File: src/rtl/gold_router_ring.sv
// gold_router_ring: three-port router node for a bidirectional ring NoC.
//
// Each input (cw, ccw, pe) and each output (cw, ccw, pe) owns two packet
// buffers, one per virtual channel (VC 0 = even, VC 1 = odd). A polarity bit
// toggles every cycle: VC ~polarity faces the external links (handshakes),
// VC polarity is used for internal forwarding from input to output buffers.
// Because the two VCs never overlap in a cycle, external and internal traffic
// never touch the same buffer at the same edge.
//
// Ports:
//   clk, reset            rising-edge clock, synchronous active-high reset
//   polarity              current polarity (0 = even, 1 = odd)
//   cwsi/cwri/cwdi        cw ring input   : send, ready, data
//   ccwsi/ccwri/ccwdi     ccw ring input  : send, ready, data
//   pesi/peri/pedi        local PE input  : send, ready, data
//   cwso/cwro/cwdo        cw ring output  : send, ready, data
//   ccwso/ccwro/ccwdo     ccw ring output : send, ready, data
//   peso/pero/pedo        local PE output : send, ready, data
//
// Header: bit 62 = direction (PE-injected packets only), bits 55:48 = hop.
// Port index used internally: 0 = cw, 1 = ccw, 2 = pe.
module gold_router_ring #(
  parameter int PACKET_SIZE = 64
) (
  input  logic                   clk,
  input  logic                   reset,
  output logic                   polarity,
  input  logic                   cwsi,
  output logic                   cwri,
  input  logic [PACKET_SIZE-1:0] cwdi,
  input  logic                   ccwsi,
  output logic                   ccwri,
  input  logic [PACKET_SIZE-1:0] ccwdi,
  input  logic                   pesi,
  output logic                   peri,
  input  logic [PACKET_SIZE-1:0] pedi,
  output logic                   cwso,
  input  logic                   cwro,
  output logic [PACKET_SIZE-1:0] cwdo,
  output logic                   ccwso,
  input  logic                   ccwro,
  output logic [PACKET_SIZE-1:0] ccwdo,
  output logic                   peso,
  input  logic                   pero,
  output logic [PACKET_SIZE-1:0] pedo
);

  localparam int DIR_BIT = 62;
  localparam int HOP_HI  = 55;
  localparam int HOP_LO  = 48;

  logic                   polarity_r;
  logic [1:0]             in_full_r  [3];
  logic [PACKET_SIZE-1:0] in_data_r  [3][2];
  logic [1:0]             out_full_r [3];
  logic [PACKET_SIZE-1:0] out_data_r [3][2];
  // Per-output round-robin pointer: 0 favours the ring input, 1 the other
  // contender (pe for the ring outputs, ccw for the pe output).
  logic [2:0]             ptr_r;

  logic                   ext_s;
  logic                   int_s;
  logic [2:0]             in_send_s;
  logic [2:0]             out_rdy_s;
  logic [PACKET_SIZE-1:0] in_din_s [3];
  logic [PACKET_SIZE-1:0] head_s   [3];
  logic [2:0]             req_s;
  logic [2:0]             hop_zero_s;
  logic                   cw_to_cw_s, cw_to_pe_s;
  logic                   ccw_to_ccw_s, ccw_to_pe_s;
  logic                   pe_to_cw_s, pe_to_ccw_s;
  logic [1:0]             gnt_cw_s, gnt_ccw_s, gnt_pe_s;
  logic [2:0]             mv_s;
  logic [2:0]             clr_s;
  logic [2:0]             contest_s;
  logic [2:0]             win_a_s;
  logic [PACKET_SIZE-1:0] mv_data_s [3];

  // Two-way arbiter: result bit 0 grants contender a, bit 1 contender b.
  function automatic logic [1:0] arb(input logic want_a, input logic want_b,
                                     input logic free, input logic ptr);
    logic [1:0] g;
    g = 2'b00;
    if (free) begin
      if (want_a && (!want_b || !ptr)) g = 2'b01;
      else if (want_b) g = 2'b10;
      else g = 2'b00;
    end else begin
      g = 2'b00;
    end
    return g;
  endfunction

  // A hop on the ring consumes one position of the hop field.
  function automatic logic [PACKET_SIZE-1:0] shift_hop(input logic [PACKET_SIZE-1:0] d);
    logic [PACKET_SIZE-1:0] r;
    r = d;
    r[HOP_HI:HOP_LO] = d[HOP_HI:HOP_LO] >> 1;
    return r;
  endfunction

  assign ext_s     = ~polarity_r;
  assign int_s     = polarity_r;
  assign in_send_s = {pesi, ccwsi, cwsi};
  assign out_rdy_s = {pero, ccwro, cwro};
  assign in_din_s[0] = cwdi;
  assign in_din_s[1] = ccwdi;
  assign in_din_s[2] = pedi;

  // Internal-VC input heads and their routing attributes.
  always_comb begin
    for (int p = 0; p < 3; p++) begin
      head_s[p]     = in_data_r[p][int_s];
      req_s[p]      = in_full_r[p][int_s];
      hop_zero_s[p] = (in_data_r[p][int_s][HOP_HI:HOP_LO] == 8'd0);
    end
  end

  assign cw_to_cw_s   = req_s[0] & ~hop_zero_s[0];
  assign cw_to_pe_s   = req_s[0] &  hop_zero_s[0];
  assign ccw_to_ccw_s = req_s[1] & ~hop_zero_s[1];
  assign ccw_to_pe_s  = req_s[1] &  hop_zero_s[1];
  assign pe_to_cw_s   = req_s[2] & ~head_s[2][DIR_BIT];
  assign pe_to_ccw_s  = req_s[2] &  head_s[2][DIR_BIT];

  // Arbitration and data movement for the internal VC.
  always_comb begin
    gnt_cw_s  = arb(cw_to_cw_s,   pe_to_cw_s,  ~out_full_r[0][int_s], ptr_r[0]);
    gnt_ccw_s = arb(ccw_to_ccw_s, pe_to_ccw_s, ~out_full_r[1][int_s], ptr_r[1]);
    gnt_pe_s  = arb(cw_to_pe_s,   ccw_to_pe_s, ~out_full_r[2][int_s], ptr_r[2]);
    mv_s      = {|gnt_pe_s, |gnt_ccw_s, |gnt_cw_s};
    clr_s     = {gnt_cw_s[1] | gnt_ccw_s[1],
                 gnt_ccw_s[0] | gnt_pe_s[1],
                 gnt_cw_s[0] | gnt_pe_s[0]};
    contest_s = {cw_to_pe_s & ccw_to_pe_s,
                 ccw_to_ccw_s & pe_to_ccw_s,
                 cw_to_cw_s & pe_to_cw_s};
    win_a_s   = {gnt_pe_s[0], gnt_ccw_s[0], gnt_cw_s[0]};
    mv_data_s[0] = gnt_cw_s[0]  ? shift_hop(head_s[0]) : shift_hop(head_s[2]);
    mv_data_s[1] = gnt_ccw_s[0] ? shift_hop(head_s[1]) : shift_hop(head_s[2]);
    // Ejected packets leave with the hop field untouched.
    mv_data_s[2] = gnt_pe_s[0]  ? head_s[0] : head_s[1];
  end

  // Buffer, polarity and pointer state.
  always_ff @(posedge clk) begin
    if (reset) begin
      polarity_r <= 1'b0;
      ptr_r      <= 3'b000;
      for (int p = 0; p < 3; p++) begin
        in_full_r[p]  <= 2'b00;
        out_full_r[p] <= 2'b00;
        for (int v = 0; v < 2; v++) begin
          in_data_r[p][v]  <= {PACKET_SIZE{1'b0}};
          out_data_r[p][v] <= {PACKET_SIZE{1'b0}};
        end
      end
    end else begin
      polarity_r <= ~polarity_r;
      for (int p = 0; p < 3; p++) begin
        if (in_send_s[p] && !in_full_r[p][ext_s]) begin
          in_full_r[p][ext_s] <= 1'b1;
          in_data_r[p][ext_s] <= in_din_s[p];
        end
        if (clr_s[p]) in_full_r[p][int_s] <= 1'b0;
        if (out_full_r[p][ext_s] && out_rdy_s[p]) out_full_r[p][ext_s] <= 1'b0;
        if (mv_s[p]) begin
          out_full_r[p][int_s] <= 1'b1;
          out_data_r[p][int_s] <= mv_data_s[p];
        end
        // Winner by contest hands priority to the loser.
        if (contest_s[p] && mv_s[p]) ptr_r[p] <= win_a_s[p];
      end
    end
  end

  assign polarity = polarity_r;
  assign cwri  = ~reset & ~in_full_r[0][ext_s];
  assign ccwri = ~reset & ~in_full_r[1][ext_s];
  assign peri  = ~reset & ~in_full_r[2][ext_s];
  assign cwso  = ~reset & out_full_r[0][ext_s];
  assign ccwso = ~reset & out_full_r[1][ext_s];
  assign peso  = ~reset & out_full_r[2][ext_s];
  assign cwdo  = reset ? {PACKET_SIZE{1'b0}} : out_data_r[0][ext_s];
  assign ccwdo = reset ? {PACKET_SIZE{1'b0}} : out_data_r[1][ext_s];
  assign pedo  = reset ? {PACKET_SIZE{1'b0}} : out_data_r[2][ext_s];

endmodule

File: config.mk
export PLATFORM = sky130hd
export DESIGN_NAME = gold_router_ring
export DESIGN_NICKNAME = d
export VERILOG_FILES = /design/src/rtl/gold_router_ring.sv
export SDC_FILE = /design/constraint.sdc
export NUM_CORES = 1
export LEC_CHECK = 0
export ABC_AREA = 0
export CAP_MARGIN = 20
export CORE_ASPECT_RATIO = 0.6
export CORE_MARGIN = 2
export CORE_UTILIZATION = 40
export DETAILED_ROUTE_END_ITERATION = 7
export GPL_ROUTABILITY_DRIVEN = 0
export PLACE_DENSITY = 0.61
export REMOVE_ABC_BUFFERS = 1
export SLEW_MARGIN = 15
export SYNTH_ARGS = -nofsm -noshare
export SYNTH_HDL_FRONTEND = slang
export SYNTH_SLANG_ARGS = --single-unit
File: constraint.sdc
create_clock -name clk -period 4.37 [get_ports clk]
set_input_delay 0.874 -clock clk [delete_from_list [all_inputs] [get_ports clk]]
set_output_delay 0.874 -clock clk [all_outputs]
set_load 0.1 [all_outputs]
======== Word level (Yosys, flattened, before mapping) ========
Memory sizes are Yosys's and may differ from the RTL's.
Cells that the tools add are included.
word-level totals
  register bits ........................... 4
  memory bits (writable) .................. 780
  logic and storage cells ................. 1770
  memories kept ........................... 4
memory list
  name        depth  bits a word  read ports  clocked after memory_dff  write ports  line  text
  in_data_r   3      128          3           0                         3            54    logic [PACKET_SIZE-1:0] in_data_r [3][2];
  out_data_r  3      128          3           0                         3            56    logic [PACKET_SIZE-1:0] out_data_r [3][2];
  in_full_r   3      2            3           0                         3            53    logic [1:0] in_full_r [3];
  out_full_r  3      2            3           0                         3            55    logic [1:0] out_full_r [3];
cells by class
  magnitude comparators ................... 8
  muxes and demuxes ....................... 901
  bitwise logic cells ..................... 820
  reductions and logical operators ........ 33
operators by type and width
  kind                number
  $mux 64             26
  $mux 1              844
  $or 1x1->1          795
  $mux 128            6
  $demux 64 s1        2
  $mux 2              21
  $logic_and 1x1->1   16
  $logic_not 8->1     2
  $and 1x1->1         15
  $logic_not 1->1     9
  $not 1->1           8
  $reduce_or 2->1     3
  $ge 2x2->1 const B  2
  $lt 1x2->1 const B  2
  $lt 2x1->1 const B  2
  $not 1->2           2
  $logic_or 1x1->1    3
  $demux 1 s1         2
  $ge 1x1->1 const B  2

======== Logic depth before layout (Yosys ltp) ========
  depth after elaboration ................. 16
  depth in mapped cells ................... 10
  depth with buffers taken out ............ 6

======== Least setup slack after synthesis ========
No wires, ideal clock.
  path kind ............................... reg-to-output
  from .................................... register polarity_r (netlist: polarity)
  to ...................................... output port ccwri
  data arrival time ....................... 4.096 ns
  data required time ...................... 3.496 ns
  setup slack ............................. -0.600 ns
  cell stages (with the launch flop) ...... 7
  buffers on the path ..................... 4
  cells stage by stage .................... dfxtp_1 > buf_4 > buf_6 > buf_6 > clkbuf_1 > nor2b_1 > a211oi_1
between the ends
  longest elaborated chain between the ends .. 4
RTL lines
  item                                        line  text
  start, declared                             52    logic polarity_r;
  start signal, assigned                      159   polarity_r <= ~polarity_r;
  $mux 1 (implied by the code) (2 in series)  179   assign ccwri = ~reset & ~in_full_r[1][ext_s];
  $not 1->1                                   179
  $and 1x1->1                                 179
  end, declared                               32    output logic ccwri,
Every way passes these cells. The select of a mux whose other input is x is not followed.

======== Worst setup path after layout ========
Same ends and word-level chain as after synthesis.

==> reports/summary.txt <==
Post-layout util = 0.489
Clock skew = 0.0273 ns
P per Cell Area = 446 nW/um^2
Most used cell, CP = buf_4
Critical path's top delay family = buffers and inverters
Slew @ Worst Pin = 1.14 ns
Congestion Overflow GR = 0
First-pass GRT wire length = 166000 um
Compound-cell area share of the yosys netlist = 0.0714
Post-Synth Simple-Gate Area = 0.181
Clock share of power = 0.350
Comb power frac = 0.177
Post-synth top area cell = edfxtp_1
Min cycle time layout = 3.94 ns
Worst Setup Start Kind = register
Worst min path class = register to register
IO Count = 399
Net Sw Frac = 0.301
Most frequent cell after synthesis = edfxtp_1
Slew headroom = 0.243
Seq pwr share = 0.473
CP cell instances = buf_4, nor2b_1, a211oi_1, buf_4
Buffers on Ports = 395
DP HPWL = 68200 um
Largest net degree at the start of global routing = 127
Largest family of logic cells by synthesized area = simple AND/OR/NAND/NOR gates
Async set or reset register ratio after synthesis = 0
Worst EP arrival = 3.07 ns
Post-CTS resize count = 0
Starting DRT DRC Count = 3362
Reg clk slew, reported paths = 0.06 ns
Chip Width = 387 um
Hold Buf Count CTS = 0
Hold slack final = 0.531 ns
Internal power = 13.3 mW
Main area contributors after synthesis = edfxtp_1 66%, nand2_1 7.9%, and2_1 6.8%
Num rows = 84
Post CTS Setup Buffer Count = 0
Worst skew pair latency = 0.67 ns
TritonCTS buffer count = 79
Critical Path Fanout Max = 49
Final setup vio count = 0
Gr usage total = 0.256
RSZ-0062 raised after global routing = false
Max-cap violations = 0
Worst Path Required = 3.50 ns
F_max = 0.254 GHz
Status = finished clean
Via count = 24700
Avg Cell Area, Syn = 11.7 um^2
Nets = 3556
Routed WL = 118000 um
EDFF count, synth = 770
Xor/xnor share of the synthesized area = 0.000747
Antenna violations before repair = 10
CTS root buf = clkbuf_16
CTS tree = built
Top_reg_cell synth = edfxtp_1
H-Tree Depth = 3
Net Switching = 5.72 mW
Max incr delay on CP = 0.82 ns
Antenna-violating nets left = 0
Core area = 87300 um^2
Initial DRT Pass Iterations = 6
Layout cells sized above 1 = 0.142
Fin. Hold Viols = 0
Crit Path Class = register to output port
Routed length per instance = 25.7 um
YS warnings = 0
Buf+Inv Stages, Crit Path = 2
Max Slew Vio Count = 0
Vias in the first global route = 23300
Seq/Total Area, Yosys = 0.662
Cells after Synth = 3005
Yosys cell types = 60
Max VDD drop = 253 uV
Post-synthesis mux area share = 0.0561
Yosys top cell area share = 0.657
Drt drc = 0
Synth-to-Final Area Change = 21.5%
TNS Setup = 0 ns
Via density = 5.38
Die area = 90400 um^2
Storage element area = 23300 um^2
Clock sinks = 778
Die H = 234 um
Setup crit end kind = output port
Netlist Area Pre-Place = 35200 um^2
Synth Register Bits = 778
Leakage = 15.9 nW
Starting Density = 0.403
Clock tree buffer depth = 3
Fill count = 7779
Multi-input gate area = 11200 um^2
Synth top cells by count = 770 x edfxtp_1, 740 x nand2_1, 385 x and2_1, 299 x a21oi_1, 210 x nor2_1
Period utilization = 0.902
Adder-Cell Fraction of Synth Area = 0
Total power = 19.0 mW
Slowest-stage cell, CP = dfxtp_4
[path summary, 6_finish.rpt]
check / start / to / slack, ns / depth (start not counted)
setup / recovery: polarity$_SDFF_PP0_ / ccwri / 0.43 / 4
hold / removal: ptr_r[0]$_SDFFE_PP0P_ / ptr_r[0]$_SDFFE_PP0P_ / 0.53 / 2
setup reg to reg: in_data_r[0][114]$_SDFFCE_PN0P_ / in_full_r[1][0]$_SDFFCE_PP0P_ / 0.99 / 7
hold reg to reg: ptr_r[0]$_SDFFE_PP0P_ / ptr_r[0]$_SDFFE_PP0P_ / 0.53 / 2
[registers in the layout, indices dropped and copies added, names as in the netlist]
name,cells
ptr_r,3
in_data_r,382
polarity,1
out_data_r,380
in_full_r,6
out_full_r,6
[final cells by class]
type / instances / area share
Timing Repair Buffer: 465 / 0.102
Multi-Input combinational cell: 2026 / 0.261
Antenna cell: 5 / 0.000293
Sequential cell: 778 / 0.545
Clock inverter: 43 / 0.00835
Tap cell: 1161 / 0.0340
Clock buffer: 98 / 0.0492
Inverter: 6 / 0.000527
[worst reg2reg max path: cells and delay by family (launching register included)]
| kind | cells | cell delay, ns |
|---|---|---|
| simple gates | 2 | 1.06 |
| flops | 1 | 0.42 |
| buf+inv | 1 | 0.59 |
| compound gates | 4 | 1.09 |
[layer usage]
| metal | share of wire | wire (um) | global-route usage | vias to the layer above |
|---|---|---|---|---|
| li1 | - | - | - | 11100 |
| met1 | 0.44 | 52400 | 0.379 | 12000 |
| met2 | 0.44 | 51600 | 0.386 | 1326 |
| met3 | 0.10 | 11900 | 0.0565 | 167 |
| met4 | 0.017 | 2030 | 0.0534 | 8 |
| met5 | 0.00045 | 53 | 0 | - |
[kinds of logic (layout without fill, tap and decap cells)]
logic type | count (synthesis) | after routing
buffers and inverters | 218 | 612
other | 1 | 23
multiplexers | 197 | 197
flip-flops | 778 | 778
XOR/XNOR | 3 | 3
AND/OR/NAND/NOR | 1388 | 1388
AO/OA/AOI/OAI | 420 | 420
[layout by cell type (no fill, tap or decap), types with 3 or more instances in the layout]
cell type	instances
nor2b_1	4
nor4_1	4
nand2_4	6
and3_1	4
inv_1	5
o22a_1	4
o21ai_1	4
inv_6	5
bufinv_16	5
clkbuf_16	81
conb_1	18
buf_4	239
nand2_1	735
a21oi_1	299
or2_4	6
dfxtp_1	7
a21oi_2	71
a31oi_1	3
diode_2	5
clkinvlp_4	4
o21ai_0	11
buf_12	28
nand2b_4	4
clkbuf_1	16
nor4_2	3
mux2i_1	196
clkinv_1	19
clkdlybuf4s50_1	197
nor2_1	210
edfxtp_1	770
clkinv_2	9
nand2b_1	9
and2_1	385
[per-stage QoR]
stage / area (um^2) / instances / setup WS, ns
2_1_floorplan: 34200 / 2810 / -10.47
3_3_place_gp: 40300 / 4436 / 0.966
3_5_place_dp: 40300 / 4436 / 0.948
4_1_cts: 42700 / 4577 / 0.394
5_1_grt: 42700 / 4578 / 0.314
6_report: 42700 / 4582 / 0.428
[power groups by stage]
stage,Sequential (mW),Clock [mW],Combinational (mW)
2_1_floorplan,9.15,0,2.09
6_report,9.00,6.67,3.37
4_1_cts,9.00,6.76,3.38
3_5_place_dp,9.16,0,3.37
5_1_grt,9.05,7.02,3.53
3_3_place_gp,9.14,0,3.36
No activity file was read; power rests on OpenSTA's default activity.
